## config.mk

```make
export PLATFORM = sky130hd
export DESIGN_NAME = yutorina_bus_slave_regfile
export DESIGN_NICKNAME = d
export VERILOG_FILES = /design/src/rtl/yutorina_bus_slave_regfile_pkg.sv /design/src/rtl/yutorina_bus_slave_wait_ctrl.sv /design/src/rtl/yutorina_bus_slave_regfile.sv
export SDC_FILE = /design/constraint.sdc
export NUM_CORES = 1
export LEC_CHECK = 0
export BUFFER_PORTS_ARGS = -buffer_cell sky130_fd_sc_hd__buf_4
export CAP_MARGIN = 20
export CORE_MARGIN = 1.5
export CORE_UTILIZATION = 53
export DETAILED_ROUTE_END_ITERATION = 7
export PLACE_DENSITY_LB_ADDON = 0.08
export SYNTH_ARGS = -nofsm -noshare
export SYNTH_HDL_FRONTEND = slang
export SYNTH_SLANG_ARGS = --single-unit
```

## constraint.sdc

```tcl
create_clock -name clk -period 3.6 [get_ports clk]
set_clock_uncertainty 0.15 [all_clocks]
set_input_delay 0.18 -clock clk [delete_from_list [all_inputs] [get_ports clk]]
set_output_delay 0.18 -clock clk [all_outputs]
set_load 0.1 [all_outputs]
```

## src/rtl/yutorina_bus_slave_regfile_pkg.sv

```systemverilog
// Shared constants and FSM encoding for the generic bus-slave register file.
// Word width, active-low enable levels, rw values and wait-counter width.
package yutorina_bus_slave_regfile_pkg;

    localparam int WORD_W = 32;
    localparam logic [WORD_W-1:0] ZERO = '0;

    localparam logic ENABLE_  = 1'b0;
    localparam logic DISABLE_ = 1'b1;

    localparam logic READ  = 1'b1;
    localparam logic WRITE = 1'b0;

    localparam int WAIT_CNT_W = 4;

    typedef enum logic [1:0] {
        BUS_SLAVE_IDLE  = 2'd0,
        BUS_SLAVE_WAIT  = 2'd1,
        BUS_SLAVE_READY = 2'd2
    } bus_slave_state_e;

endpackage

```

## src/rtl/yutorina_bus_slave_wait_ctrl.sv

```systemverilog
// Request FSM: samples cs_/as_, counts wait states, aborts on a dropped strobe.
// Emits a commit strobe on the edge that enters READY, plus a registered rdy_.
module yutorina_bus_slave_wait_ctrl
    import yutorina_bus_slave_regfile_pkg::*;
#(
    parameter int ADDR_W      = 2,
    parameter int WAIT_CYCLES = 1
) (
    input  logic              clk,
    input  logic              reset_,
    input  logic              cs_,
    input  logic              as_,
    input  logic              rw,
    input  logic [ADDR_W-1:0] addr,
    input  logic [WORD_W-1:0] wr_data,
    output logic              commit,
    output logic              cmd_rw,
    output logic [ADDR_W-1:0] cmd_addr,
    output logic [WORD_W-1:0] cmd_wr_data,
    output logic              rdy_
);

    localparam logic [WAIT_CNT_W-1:0] WAIT_INIT = WAIT_CNT_W'(WAIT_CYCLES);
    localparam logic [WAIT_CNT_W-1:0] CNT_ONE   = WAIT_CNT_W'(1);

    bus_slave_state_e        state;
    bus_slave_state_e        state_nx;
    logic [WAIT_CNT_W-1:0]   cnt;
    logic [WAIT_CNT_W-1:0]   cnt_nx;
    logic                    load;
    logic                    req;
    logic                    rw_q;
    logic [ADDR_W-1:0]       addr_q;
    logic [WORD_W-1:0]       wr_data_q;

    assign req = (cs_ == ENABLE_) && (as_ == ENABLE_);

    // With zero wait states the commit happens on the sampling edge itself,
    // so the live request is forwarded while still in IDLE.
    assign cmd_rw      = (state == BUS_SLAVE_IDLE) ? rw      : rw_q;
    assign cmd_addr    = (state == BUS_SLAVE_IDLE) ? addr    : addr_q;
    assign cmd_wr_data = (state == BUS_SLAVE_IDLE) ? wr_data : wr_data_q;

    // Next-state, counter and commit decode.
    always_comb begin
        state_nx = state;
        cnt_nx   = cnt;
        commit   = 1'b0;
        load     = 1'b0;
        unique case (state)
            BUS_SLAVE_IDLE: begin
                if (req) begin
                    load   = 1'b1;
                    cnt_nx = WAIT_INIT;
                    if (WAIT_CYCLES == 0) begin
                        state_nx = BUS_SLAVE_READY;
                        commit   = 1'b1;
                    end else begin
                        state_nx = BUS_SLAVE_WAIT;
                    end
                end
            end
            BUS_SLAVE_WAIT: begin
                if (!req) begin
                    state_nx = BUS_SLAVE_IDLE;
                    cnt_nx   = '0;
                end else if (cnt == CNT_ONE) begin
                    state_nx = BUS_SLAVE_READY;
                    commit   = 1'b1;
                    cnt_nx   = cnt - CNT_ONE;
                end else begin
                    cnt_nx = cnt - CNT_ONE;
                end
            end
            BUS_SLAVE_READY: begin
                state_nx = BUS_SLAVE_IDLE;
            end
            default: begin
                state_nx = BUS_SLAVE_IDLE;
            end
        endcase
    end

    // State, counter, request latch and ready strobe registers.
    always_ff @(posedge clk or negedge reset_) begin
        if (!reset_) begin
            state     <= BUS_SLAVE_IDLE;
            cnt       <= '0;
            rw_q      <= READ;
            addr_q    <= '0;
            wr_data_q <= ZERO;
            rdy_      <= DISABLE_;
        end else begin
            state <= state_nx;
            cnt   <= cnt_nx;
            rdy_  <= commit ? ENABLE_ : DISABLE_;
            if (load) begin
                rw_q      <= rw;
                addr_q    <= addr;
                wr_data_q <= wr_data;
            end
        end
    end

endmodule

```

## src/rtl/yutorina_bus_slave_regfile.sv

```systemverilog
// Bus-slave register bank with registered read data and wait-state control.
// Optional YUTORINA_BUS_SLAVE_ACCESS_CNT_EN maps an access counter to the top index.
module yutorina_bus_slave_regfile
    import yutorina_bus_slave_regfile_pkg::*;
#(
    parameter int ADDR_W      = 2,
    parameter int WAIT_CYCLES = 1
) (
    input  logic              clk,
    input  logic              reset_,
    input  logic              cs_,
    input  logic              as_,
    input  logic              rw,
    input  logic [ADDR_W-1:0] addr,
    input  logic [WORD_W-1:0] wr_data,
    output logic [WORD_W-1:0] rd_data,
    output logic              rdy_
);

    localparam int REG_NUM = 2 ** ADDR_W;
    localparam logic [ADDR_W-1:0] LAST_IDX = ADDR_W'(REG_NUM - 1);

    logic              commit;
    logic              cmd_rw;
    logic [ADDR_W-1:0] cmd_addr;
    logic [WORD_W-1:0] cmd_wr_data;
    logic [WORD_W-1:0] bank [REG_NUM];
    logic [WORD_W-1:0] rd_word;
    logic              bank_we;

    yutorina_bus_slave_wait_ctrl #(
        .ADDR_W      (ADDR_W),
        .WAIT_CYCLES (WAIT_CYCLES)
    ) u_wait_ctrl (
        .clk         (clk),
        .reset_      (reset_),
        .cs_         (cs_),
        .as_         (as_),
        .rw          (rw),
        .addr        (addr),
        .wr_data     (wr_data),
        .commit      (commit),
        .cmd_rw      (cmd_rw),
        .cmd_addr    (cmd_addr),
        .cmd_wr_data (cmd_wr_data),
        .rdy_        (rdy_)
    );

`ifdef YUTORINA_BUS_SLAVE_ACCESS_CNT_EN
    logic [WORD_W-1:0] acc_cnt;

    // The top index is read-only: writes there are acknowledged but dropped.
    assign bank_we = commit && (cmd_rw == WRITE) && (cmd_addr != LAST_IDX);
    assign rd_word = (cmd_addr == LAST_IDX) ? acc_cnt : bank[cmd_addr];

    // Count every completed access; a read sees the value before its own bump.
    always_ff @(posedge clk or negedge reset_) begin
        if (!reset_) begin
            acc_cnt <= ZERO;
        end else if (commit) begin
            acc_cnt <= acc_cnt + 32'd1;
        end
    end
`else
    assign bank_we = commit && (cmd_rw == WRITE);
    assign rd_word = bank[cmd_addr];
`endif

    // Register bank write port, committed on READY entry only.
    always_ff @(posedge clk or negedge reset_) begin
        if (!reset_) begin
            for (int i = 0; i < REG_NUM; i++) begin
                bank[i] <= ZERO;
            end
        end else if (bank_we) begin
            bank[cmd_addr] <= cmd_wr_data;
        end
    end

    // Read data is valid only in the READY cycle of a read, zero otherwise.
    always_ff @(posedge clk or negedge reset_) begin
        if (!reset_) begin
            rd_data <= ZERO;
        end else begin
            rd_data <= (commit && (cmd_rw == READ)) ? rd_word : ZERO;
        end
    end

endmodule

```

==> key figures <==
Status
  • Status: completed

Timing
  • Setup-failing EPs final: 0
  • Endpoints failing hold: 0
  • Max Slew Vio Count: 0
  • Worst-Margin Slew: around 810 ps
  • Minimum clock period: 2880 ps
  • Fmax: approximately 0.35 GHz
  • Hold_ws: about 180 ps
  • Sum of negative setup slack: 0 ps
  • RSZ-0062 raised after global routing: no
  • Final Cycle Share: about four fifths
  • Slew margin rel.: about 46%

Floorplan
  • Top Ports: 72
  • Area of the die: roughly 17000 µm²
  • Initial Util: between 50% and 60%
  • Die width: between 100 and 150 µm
  • DIE HEIGHT: between 100 and 150 µm
  • Core area: ~16000 µm²
  • Core Rows: 46

Route
  • WL/cell: roughly 20 µm
  • Initial drt markers: about 230
  • Remaining routing DRC violations: 0
  • Final WL: 18200 µm
  • Antenna-violating nets left: 0
  • DR vias/cell: between 5 and 6
  • TritonRoute pass-1 iters: 5
  • Vias post-DR: a little over 5000

Run
  • Max cap viols: 0

Place
  • Post-placement cell area: 9360 µm²
  • GPL Wtd Cong: about 0.75
  • Post-DP HPWL: a little over 10000 µm
  • Placed cells: 837
  • I/O Buffers: between 70 and 80

Clocking
  • Worst-skew pair later-pin latency: roughly 510 ps
  • CTS tree: yes
  • Max clock buf depth: 3
  • Post-CTS sizing: 0
  • Number of setup buffers added after CTS: 0
  • Reg clk slew, reported paths: around 60 ps
  • CTS buffer count: 23
  • Clock sinks: 202
  • Clk root buf: clkbuf_16
  • CTS H-tree depth: 1

Power and ir drop
  • Leak: 4.95 nW
  • Worst vdd ir: ~0.00039 V
  • Pwr Density: 567 nW/µm²

Global routing
  • Via count of the first global-routing pass: between 5000 and 6000
  • First-pass GRT wire length: 29300 µm
  • Gr usage total: between 20% and 30%
  • Grt total ovfl: 0
  • Largest net degree at the start of global routing: between 90 and 100
  • Initial antenna violation count: 0

Cells and area
  • P&R area growth vs syn: 24.1%
  • Antenna diode count: 0
  • Fin area: 10600 µm²
  • Reg area: ~5000 µm²
  • Fillers: roughly 1200
  • Share of layout cells above drive strength 1: 44.4%
  • Cell Count, Final, Fillers Out: 925
  • Multi-input logic area: between 3000 and 4000 µm²
  • Fin nets: roughly 730
  • Utilization after layout: approximately two thirds

Synth
  • Avg Inst Size Synth: 14.8 µm²
  • Yosys warns: 0
  • Yosys cell types: 33
  • #FFs+latches synth: ~200
  • Mapped Area: between 8000 and 9000 µm²
  • Syn Inst Count: slightly below 600
  • Syn_nets: about 600
  • Register area share after synthesis: around three fifths

Min path
  • Hold Crit Class: in2async

Critical path
  • R2r worst-path depth: 5
  • Crit-path cells: or3b_4, or4b_4, nor2b_4, buf_12, mux2_2
  • Arrival time worst endpoint: between 3000 and 4000 ps
  • CP max stage cell: or4b_4
  • Crit. path cell count: 5
  • CP endpoint kind: flop
  • Largest delay share family, worst path: simple AND/OR/NAND/NOR gates
  • CP Launch Type: flop
  • Register-to-register setup slack: between 700 and 800 ps
  • R2R Path Start: u_wait_ctrl.state[0]
  • RR Endpoint: bank[68]
  • CP required: ~3800 ps
  • Worst setup path class: reg2reg
  • CP Max Fanout: 23
  • Buf/Inv on CP: 1
  • Slowest stage delay, CP: approximately 570 ps
-- layout by cell type, fill, tap and decap left out, drive strengths merged, types with 2 or more instances in the layout --
master and n:
dlygate4sd3 47, buf 82, ha 2, or4b 3, a22oi 64, dfstp 2
nor3b 2, nand2 7, a21oi 34, nor2 2, nor2b 3, o21ai 4
clkbuf 32, nor3 3, clkinv 6, nand2b 3, mux2 195, dfrtp 200
inv 6, bufinv 2, o31ai 2
-- power breakdown --
part           internal, mW  switching [mW]  total, mW
clock                  1.40           0.909       2.31
sequential             2.62           0.191       2.81
combinational         0.495           0.385      0.880
total                  4.51            1.49       6.00
-- repair_timing --
action	CTS	global route
hold buffers	47	0
hold endpoints to repair	266	0
endpoints found under the setup margin	0	0
-- flip-flops by register name, summed over array words and instances, names as in the netlist --
signal	count
u_wait_ctrl.cnt	4
u_wait_ctrl.rdy_	1
u_wait_ctrl.rw_q	1
u_wait_ctrl.state	2
u_wait_ctrl.wr_data_q	32
u_wait_ctrl.addr_q	2
bank	128
rd_data	32
-- through the flow --
step	worst slack, ps	total power, mW
3_3_place_gp	826	3.60
5_1_grt	657	6.27
6_report	721	6.00
2_1_floorplan	1250	3.37
4_1_cts	734	6.07
3_5_place_dp	759	3.67
-- synth_stat cells, drive strengths merged --
library cell	number	area (µm²)
buf	18	140
or4	1	7.51
o31ai	2	15.0
nor2b	3	18.8
nand2	7	26.3
a21oi	34	170
o22a	1	8.76
nor2	2	7.51
ha	2	25.0
mux2	195	2310
a22oi	64	480
o21ai	4	20.0
nor3	3	15.0
or4b	3	33.8
nand2b	3	26.3
inv	4	15.0
a21boi	1	7.51
nor4	1	12.5
dfstp	2	52.6
nor3b	2	15.0
clkbuf	21	78.8
o21bai	1	7.51
dfrtp	200	5000
mux2i	1	10.0
or3b	1	11.3
or3	1	6.26
-- per-layer routing --
metal  wire length, µm  GRT usage, %  vias to the layer above
li1                  -             -                     2343
met1              8080          30.7                     2677
met2              8940          37.7                      120
met3               892          3.08                       25
met4               262          5.82                        0
met5                 0             0                        -
-- cell families (layout without fill, tap and decap cells) --
logic type               count (synthesis)  in the layout  synth area share [%]
flip-flops                             202            202                  59.3
multiplexers                           196            196                  27.2
AO/OA/AOI/OAI                          107            107                  8.32
buffers and inverters                   43            175                  2.74
AND/OR/NAND/NOR                         27             27                  2.11
adder cells (fa/ha/maj)                  2              2                 0.294
-- layout make-up --
| type | instances | area share (%) |
|---|---|---|
| flip-flops and latches | 202 | 47.8 |
| multi-input cells | 332 | 31.4 |
| repair buffers | 130 | 11.0 |
| clock buffers | 31 | 6.10 |
| well taps | 216 | 2.55 |
| clock inverters | 10 | 1.04 |
| inverters | 4 | 0.142 |
-- worst reg2reg max path, cell delays in order, from the launching register on --
cell     delay, ps
dfrtp_1        530
or3b_4         460
or4b_4         570
nor2b_4        410
buf_12         270
mux2_2         370
-- how the worst max path moves through the flow --
stage	start	endpoint
floorplan	u_wait_ctrl.state[0]	bank[75]
global placement	u_wait_ctrl.state[0]	bank[74]
detailed placement	u_wait_ctrl.state[0]	bank[109]
CTS	u_wait_ctrl.state[0]	bank[68]
global route	u_wait_ctrl.state[0]	bank[67]
finish	u_wait_ctrl.state[0]	bank[68]
No activity file was read; power rests on OpenSTA's default activity.
